[config.mk]
export PLATFORM = sky130hd
export DESIGN_NAME = ecliptic_bitop_arbiter
export DESIGN_NICKNAME = d
export VERILOG_FILES = /design/src/rtl/ecliptic_fpu_pkg.sv /design/src/rtl/ecliptic_sync_fifo.sv /design/src/rtl/ecliptic_bitop_arbiter.sv
export SDC_FILE = /design/constraint.sdc
export NUM_CORES = 1
export LEC_CHECK = 0
export CAP_MARGIN = 15
export CORE_MARGIN = 2
export CORE_UTILIZATION = 52
export DETAILED_ROUTE_END_ITERATION = 8
export GPL_ROUTABILITY_DRIVEN = 0
export PLACE_DENSITY_LB_ADDON = 0.1
export SYNTH_ARGS = -nofsm -noshare
export SYNTH_HDL_FRONTEND = slang
export SYNTH_SLANG_ARGS = --single-unit
[constraint.sdc]
create_clock -name clk -period 6.3 [get_ports clk]
set_input_delay 0.945 -clock clk [delete_from_list [all_inputs] [get_ports clk]]
set_output_delay 0.945 -clock clk [all_outputs]
set_load 0.03 [all_outputs]
[src/rtl/ecliptic_fpu_pkg.sv]
// rtl/ecliptic_fpu_pkg.sv - shared FP bit-op encodings
package ecliptic_fpu_pkg;

    localparam int DATA_W = 32;

    typedef enum logic [1:0] {
        OP_SGNJ  = 2'b00,
        OP_SGNJN = 2'b01,
        OP_SGNJX = 2'b10,
        OP_PASS  = 2'b11
    } bitop_op_e;

endpackage

[src/rtl/ecliptic_sync_fifo.sv]
// rtl/ecliptic_sync_fifo.sv - show-ahead synchronous FIFO with occupancy count
module ecliptic_sync_fifo #(
    parameter int WIDTH = 8,
    parameter int DEPTH = 4,
    localparam int AW = (DEPTH > 1) ? $clog2(DEPTH) : 1,
    localparam int CW = $clog2(DEPTH + 1)
) (
    input  logic             clk,
    input  logic             nrst,
    input  logic             push,
    input  logic [WIDTH-1:0] push_data,
    input  logic             pop,
    output logic [WIDTH-1:0] pop_data,
    output logic             full,
    output logic             empty,
    output logic [CW-1:0]    count
);

    logic [WIDTH-1:0] mem [DEPTH];
    logic [AW-1:0]    wr_ptr;
    logic [AW-1:0]    rd_ptr;
    logic             wr_en;
    logic             rd_en;

    assign full     = (count == CW'(DEPTH));
    assign empty    = (count == '0);
    assign rd_en    = pop & ~empty;
    // A pop in the same cycle frees the slot a push into a full FIFO needs
    assign wr_en    = push & (~full | rd_en);
    assign pop_data = mem[rd_ptr];

    always_ff @(posedge clk) begin
        if (wr_en) begin
            mem[wr_ptr] <= push_data;
        end
    end

    always_ff @(posedge clk) begin
        if (!nrst) begin
            wr_ptr <= '0;
            rd_ptr <= '0;
            count  <= '0;
        end else begin
            if (wr_en) begin
                wr_ptr <= wr_ptr + 1'b1;
            end
            if (rd_en) begin
                rd_ptr <= rd_ptr + 1'b1;
            end
            count <= count + CW'(wr_en) - CW'(rd_en);
        end
    end

endmodule

[src/rtl/ecliptic_bitop_arbiter.sv]
// rtl/ecliptic_bitop_arbiter.sv - round-robin, credit-protected sharing of the FP bit-op unit
module ecliptic_bitop_arbiter
    import ecliptic_fpu_pkg::*;
#(
    parameter int NUM_REQ = 2,
    parameter int DEPTH   = 4,
    parameter int TAG_W   = 4,
    localparam int ID_W   = $clog2(NUM_REQ)
) (
    input  logic                       clk,
    input  logic                       nrst,
    input  logic [NUM_REQ-1:0]         req_valid,
    output logic [NUM_REQ-1:0]         req_ready,
    input  logic [NUM_REQ*DATA_W-1:0]  req_src1,
    input  logic [NUM_REQ*DATA_W-1:0]  req_src2,
    input  logic [NUM_REQ*2-1:0]       req_op,
    input  logic [NUM_REQ*TAG_W-1:0]   req_tag,
    output logic                       unit_req,
    output logic [DATA_W-1:0]          unit_src1,
    output logic [DATA_W-1:0]          unit_src2,
    output logic [1:0]                 unit_op,
    input  logic [DATA_W-1:0]          unit_res,
    input  logic                       unit_ack,
    output logic                       rsp_valid,
    input  logic                       rsp_ready,
    output logic [DATA_W-1:0]          rsp_res,
    output logic [ID_W-1:0]            rsp_id,
    output logic [TAG_W-1:0]           rsp_tag,
    output logic                       busy,
    output logic                       err
);

    localparam int CW = $clog2(DEPTH + 1);

    typedef struct packed {
        logic [ID_W-1:0]  id;
        logic [TAG_W-1:0] tag;
    } idq_entry_t;

    typedef struct packed {
        logic [DATA_W-1:0] res;
        logic [ID_W-1:0]   id;
        logic [TAG_W-1:0]  tag;
    } bitop_rsp_t;

    logic [CW-1:0]   credits;
    logic [ID_W-1:0] rr_ptr;
    logic [ID_W-1:0] grant_idx;
    logic            grant_found;
    logic            can_issue;
    logic            hs;
    logic            rsp_hs;
    int              scan_idx;

    idq_entry_t idq_in, idq_head;
    bitop_rsp_t rsp_in, rsp_head;
    logic       idq_empty, rsp_empty, retire;
    logic       idq_full_unused, rsp_full_unused;
    logic [CW-1:0] idq_count_unused, rsp_count_unused;

    // Credits are registered, so a pop while full frees issue only next cycle
    assign can_issue = (credits < CW'(DEPTH));
    assign hs        = grant_found & can_issue;
    assign rsp_hs    = rsp_valid & rsp_ready;
    assign busy      = (credits != '0);

    always_comb begin
        grant_found = 1'b0;
        grant_idx   = '0;
        scan_idx    = 0;
        for (int k = 0; k < NUM_REQ; k++) begin
            scan_idx = int'(rr_ptr) + k;
            if (scan_idx >= NUM_REQ) begin
                scan_idx = scan_idx - NUM_REQ;
            end
            if (!grant_found && req_valid[scan_idx]) begin
                grant_found = 1'b1;
                grant_idx   = ID_W'(scan_idx);
            end
        end
    end

    always_comb begin
        req_ready            = '0;
        req_ready[grant_idx] = grant_found & can_issue;
    end

    always_ff @(posedge clk) begin
        if (!nrst) begin
            unit_req  <= 1'b0;
            unit_src1 <= '0;
            unit_src2 <= '0;
            unit_op   <= '0;
            rr_ptr    <= '0;
            credits   <= '0;
            err       <= 1'b0;
        end else begin
            unit_req <= hs;
            if (hs) begin
                unit_src1 <= req_src1[DATA_W*grant_idx +: DATA_W];
                unit_src2 <= req_src2[DATA_W*grant_idx +: DATA_W];
                unit_op   <= req_op[2*grant_idx +: 2];
                rr_ptr    <= (grant_idx == ID_W'(NUM_REQ - 1)) ? '0 : grant_idx + 1'b1;
            end
            credits <= credits + CW'(hs) - CW'(rsp_hs);
            if (unit_ack && idq_empty) begin
                err <= 1'b1;
            end
        end
    end

    assign idq_in.id  = grant_idx;
    assign idq_in.tag = req_tag[TAG_W*grant_idx +: TAG_W];
    assign retire     = unit_ack & ~idq_empty;

    ecliptic_sync_fifo #(.WIDTH($bits(idq_entry_t)), .DEPTH(DEPTH)) u_id_queue (
        .clk       (clk),
        .nrst      (nrst),
        .push      (hs),
        .push_data (idq_in),
        .pop       (retire),
        .pop_data  (idq_head),
        .full      (idq_full_unused),
        .empty     (idq_empty),
        .count     (idq_count_unused)
    );

    assign rsp_in.res = unit_res;
    assign rsp_in.id  = idq_head.id;
    assign rsp_in.tag = idq_head.tag;

    ecliptic_sync_fifo #(.WIDTH($bits(bitop_rsp_t)), .DEPTH(DEPTH)) u_rsp_fifo (
        .clk       (clk),
        .nrst      (nrst),
        .push      (retire),
        .push_data (rsp_in),
        .pop       (rsp_hs),
        .pop_data  (rsp_head),
        .full      (rsp_full_unused),
        .empty     (rsp_empty),
        .count     (rsp_count_unused)
    );

    assign rsp_valid = ~rsp_empty;
    assign rsp_res   = rsp_head.res;
    assign rsp_id    = rsp_head.id;
    assign rsp_tag   = rsp_head.tag;

endmodule

==> metrics.md <==
| Metric | Value |
|---|---|
| Fin Clk Skew | `about 0.0093 ns` |
| Final-stage net count | `between 1000 and 1500` |
| Detailed placer's ending HPWL | `between 15 and 20 mm` |
| Maximum number of buffers from clock root to sink | `3` |
| Clock-pin slew on the worst setup and hold paths | `~0.060 ns` |
| Top cells by area, synth | `edfxtp_1 50%, dfxtp_1 18%, mux4_2 9.3%` |
| Path depth of the worst reg2reg path | `10` |
| Area leader, netlist | `edfxtp_1` |
| Fraction of power spent switching nets | `0.324` |
| Maximum number of pins on one net before global-route repair | `73` |
| Crit end category | `output pin` |
| Number of setup buffers added after CTS | `0` |
| Final-report hold violation count | `0` |
| Vias | `7006` |
| Number of max-capacitance violations reported | `0` |
| Worst setup timing slack at the placement stage | `2.24 ns` |
| Chip height | `about 140 um` |
| End of the worst register-to-register path | `credits[2]` |
| Launch instance of the worst register-to-register path | `credits[2]` |
| Pre-Repair DR Iteration Count | `4` |
| Largest driver fanout on the critical path | `between 60 and 70` |
| Detailed-route DRC error count | `0` |
| Floorplan row count | `51` |
| Netlist Area Pre-Place | `around 10000 um^2` |
| Headroom to the max-slew limit | `0.346` |
| Remaining antenna violation count after routing | `0` |
| Reported net switching power | `between 1.5 and 2 mW` |
| Clock latency of the later-clocked register in the worst-skew pair | `between 0.5 and 0.6 ns` |
| Status | `finished, final reports clean` |
| Clock group share of total power | `0.257` |
| Most instantiated flip-flop cell in the synthesis netlist | `edfxtp_1` |
| Element type at the critical path start | `primary input` |
| Mean number of vias per cell | `between 5 and 6` |
| Worst endpoint data arrival time | `approximately 3.1 ns` |
| R2r setup slk | `3.40 ns` |
| Initial cell density of the core | `0.526` |
| Initial detailed-routing violation count | `roughly 320` |
| Final max-slew violation count | `0` |
| Final setup violation count | `0` |
| Full die area | `just over 20000 um^2` |
| Required time at the endpoint of the critical path | `5.35 ns` |
| Number of levels in the clock H-tree | `1` |
| Worst hold-check path type | `reg2reg` |
| Final non-filler cell area | `13900 um^2` |
| Top-area cell type share of the netlist area | `0.496` |
| Share of synthesized area occupied by flip-flops and latches | `0.673` |
| Share of the cycle needed by the critical path after routing | `0.645` |
| Crit path from | `req_valid[1]` |
| Internal power contribution | `between 3 and 4 mW` |
| Number of instances in the synthesized netlist | `roughly 670` |
| Core ar. | `about 19000 um^2` |
| First-pass GRT wire length | `38.6 mm` |
| Count of flip-flops with a built-in enable after synthesis | `168` |
| Fin Setup TNS | `0 ns` |
| IR Drop Worst-Case VDD | `around 0.21 mV` |
| RSZ-0062 raised after global routing | `false` |
| CTS tree | `built` |
| End of the critical path | `req_ready[0]` |
| Ys Warns | `0` |
| # hold bufs at CTS | `0` |
| Comb pwr share | `0.339` |
| Static Leak | `around 4.7 nW` |
| Clock Sink Count | `around 260` |
| Sequential share of power | `0.404` |
| Cts repair resizes | `0` |
| Worst hold margin | `approximately 0.5 ns` |
| DRT Wirelength | `25.3 mm` |
| Final routed wire length divided by cell count | `20.8 um` |
| Post-synthesis register bit count | `roughly 260` |
| Diodes inserted | `0` |
| X dimension of the die | `~140 um` |
| Synthesized Nets | `~860` |
| Quantity of I/O buffers inserted on ports | `286` |
| Number of buffers inserted during clock tree synthesis | `26` |
| Mean Syn Cell Area | `approximately 15 um^2` |
| PwrDens | `400 nW/um^2` |
| Vias in the first global route | `between 7000 and 8000` |
| Class of the most critical setup path | `in2out` |
| Final Util | `0.720` |
| Standard cell area after detailed placement | `13100 um^2` |
| Transition time at the pin with the least slew margin | `approximately 1 ns` |
| CTS Root Cell | `clkbuf_16` |
| Post-route worst setup slack | `about 2.2 ns` |
| GRT Resource Usage Total | `0.241` |
| Fraction of layout cells with a size suffix above 1 | `0.107` |
| Upper clock frequency limit | `246 MHz` |
| Time the final worst path needs with I/O delays and setup | `4.06 ns` |
| Number of antenna violations at the first check in global routing | `0` |
| GR Overflow Total | `0` |
| Number of different library cells in the post-synthesis netlist | `41` |
| Share of synthesized registers carrying an async set or reset | `0` |
| I/O pin total | `287` |
| Area growth from synthesis to layout | `36.8%` |
==> layer usage <==
layer	GRT usage	vias to the layer above	wire, um
met5	0	-	0
met2	0.411	291	13000
li1	-	3183	-
met3	0.0653	60	1940
met1	0.299	3472	9490
met4	0.0826	0	936
==> cells by family (layout without fill, tap and decap cells) <==
group | Yosys count | in the layout | synth area share
multiplexers | 47 | 47 | 0.0984
AND/OR/NAND/NOR | 117 | 117 | 0.0604
adder cells (fa/ha/maj) | 17 | 17 | 0.0231
flip-flops | 258 | 258 | 0.673
AO/OA/AOI/OAI | 148 | 148 | 0.100
XOR/XNOR | 8 | 8 | 0.00689
buffers and inverters | 72 | 357 | 0.0379
==> flip-flops by register name, indices dropped and copies added, names as in the netlist, named ones only <==
| register | flops |
|---|---|
| u_id_queue.mem | 20 |
| unit_op | 2 |
| u_id_queue.count | 3 |
| rr_ptr | 1 |
| err | 1 |
| u_rsp_fifo.rd_ptr | 2 |
| u_rsp_fifo.mem | 148 |
| unit_src1 | 32 |
| u_id_queue.rd_ptr | 2 |
| u_rsp_fifo.count | 3 |
| u_id_queue.wr_ptr | 2 |
| unit_req | 1 |
| credits | 3 |
| unit_src2 | 32 |
| u_rsp_fifo.wr_ptr | 2 |
==> area by class of cell <==
type / instances / area [um^2]
Sequential cell: 258 / 6850
Fill cell: 1279 / 5420
Multi-Input combinational cell: 337 / 2960
Timing Repair Buffer: 292 / 2900
Clock buffer: 41 / 767
Tap cell: 265 / 332
Inverter: 17 / 66.3
Clock inverter: 7 / 40.0
==> critical path, cell delays in order <==
cell	delay [ns]
clkdlybuf4s50_1	0.52
a21oi_4	0.18
buf_4	0.57
and2_1	0.21
clkdlybuf4s50_1	0.67
==> placed cells by master, fill, tap and decap left out, types with 2 or more instances in the layout <==
| cell type | Yosys | routed |
|---|---|---|
| a21oi_1 | 70 | 70 |
| a32oi_1 | 65 | 65 |
| and2_1 | 11 | 7 |
| and2_2 | 0 | 4 |
| and3_1 | 4 | 4 |
| buf_4 | 11 | 6 |
| clkbuf_1 | 22 | 9 |
| clkbuf_16 | 0 | 26 |
| clkbuf_8 | 0 | 6 |
| clkdlybuf4s50_1 | 0 | 285 |
| clkinv_1 | 0 | 5 |
| dfxtp_1 | 90 | 88 |
| dfxtp_2 | 0 | 2 |
| edfxtp_1 | 168 | 168 |
| fa_1 | 3 | 3 |
| ha_1 | 14 | 14 |
| inv_1 | 16 | 15 |
| mux2_2 | 4 | 4 |
| mux4_2 | 42 | 42 |
| nand2_1 | 3 | 3 |
| nand3_1 | 68 | 68 |
| nor2_1 | 17 | 17 |
| nor3_1 | 3 | 3 |
| nor4b_1 | 2 | 2 |
| o21ai_0 | 2 | 2 |
| o311ai_0 | 2 | 2 |
| o31a_1 | 2 | 2 |
| or3_1 | 2 | 2 |
| xnor2_1 | 3 | 3 |
| xor2_1 | 5 | 5 |
==> stage by stage <==
step                instances  power, mW
floorplan                 667       3.48
global placement         1169       4.13
detailed placement       1169       4.18
CTS                      1217       5.62
global route             1217       5.83
finish                   1217       5.57
==> Yosys cell counts (all sizes together), types with 5 or more instances <==
cell type and n:
a21oi 71, a32oi 65, and2 11, buf 33, clkbuf 22, dfxtp 90
edfxtp 168, ha 14, inv 17, mux4 42, nand3 68, nor2 17
xor2 5
==> worst min path at each step <==
stage / from / to / slack (ns) / depth (start not counted)
floorplan: u_rsp_fifo.wr_ptr[1] / u_rsp_fifo.wr_ptr[1] / 0.47 / 2
global placement: err / err / 0.47 / 2
detailed placement: err / err / 0.48 / 2
CTS: err / err / 0.50 / 2
global route: err / err / 0.54 / 2
finish: err / err / 0.51 / 2
==> power by group through the flow <==
stage,Combinational (mW),Clock [mW],Sequential (mW)
2_1_floorplan,1.10,0,2.37
3_3_place_gp,1.86,0,2.26
3_5_place_dp,1.90,0,2.28
4_1_cts,1.91,1.46,2.25
5_1_grt,2.03,1.53,2.28
6_report,1.89,1.43,2.25
Note: power is estimated with default switching activity, not from simulation.
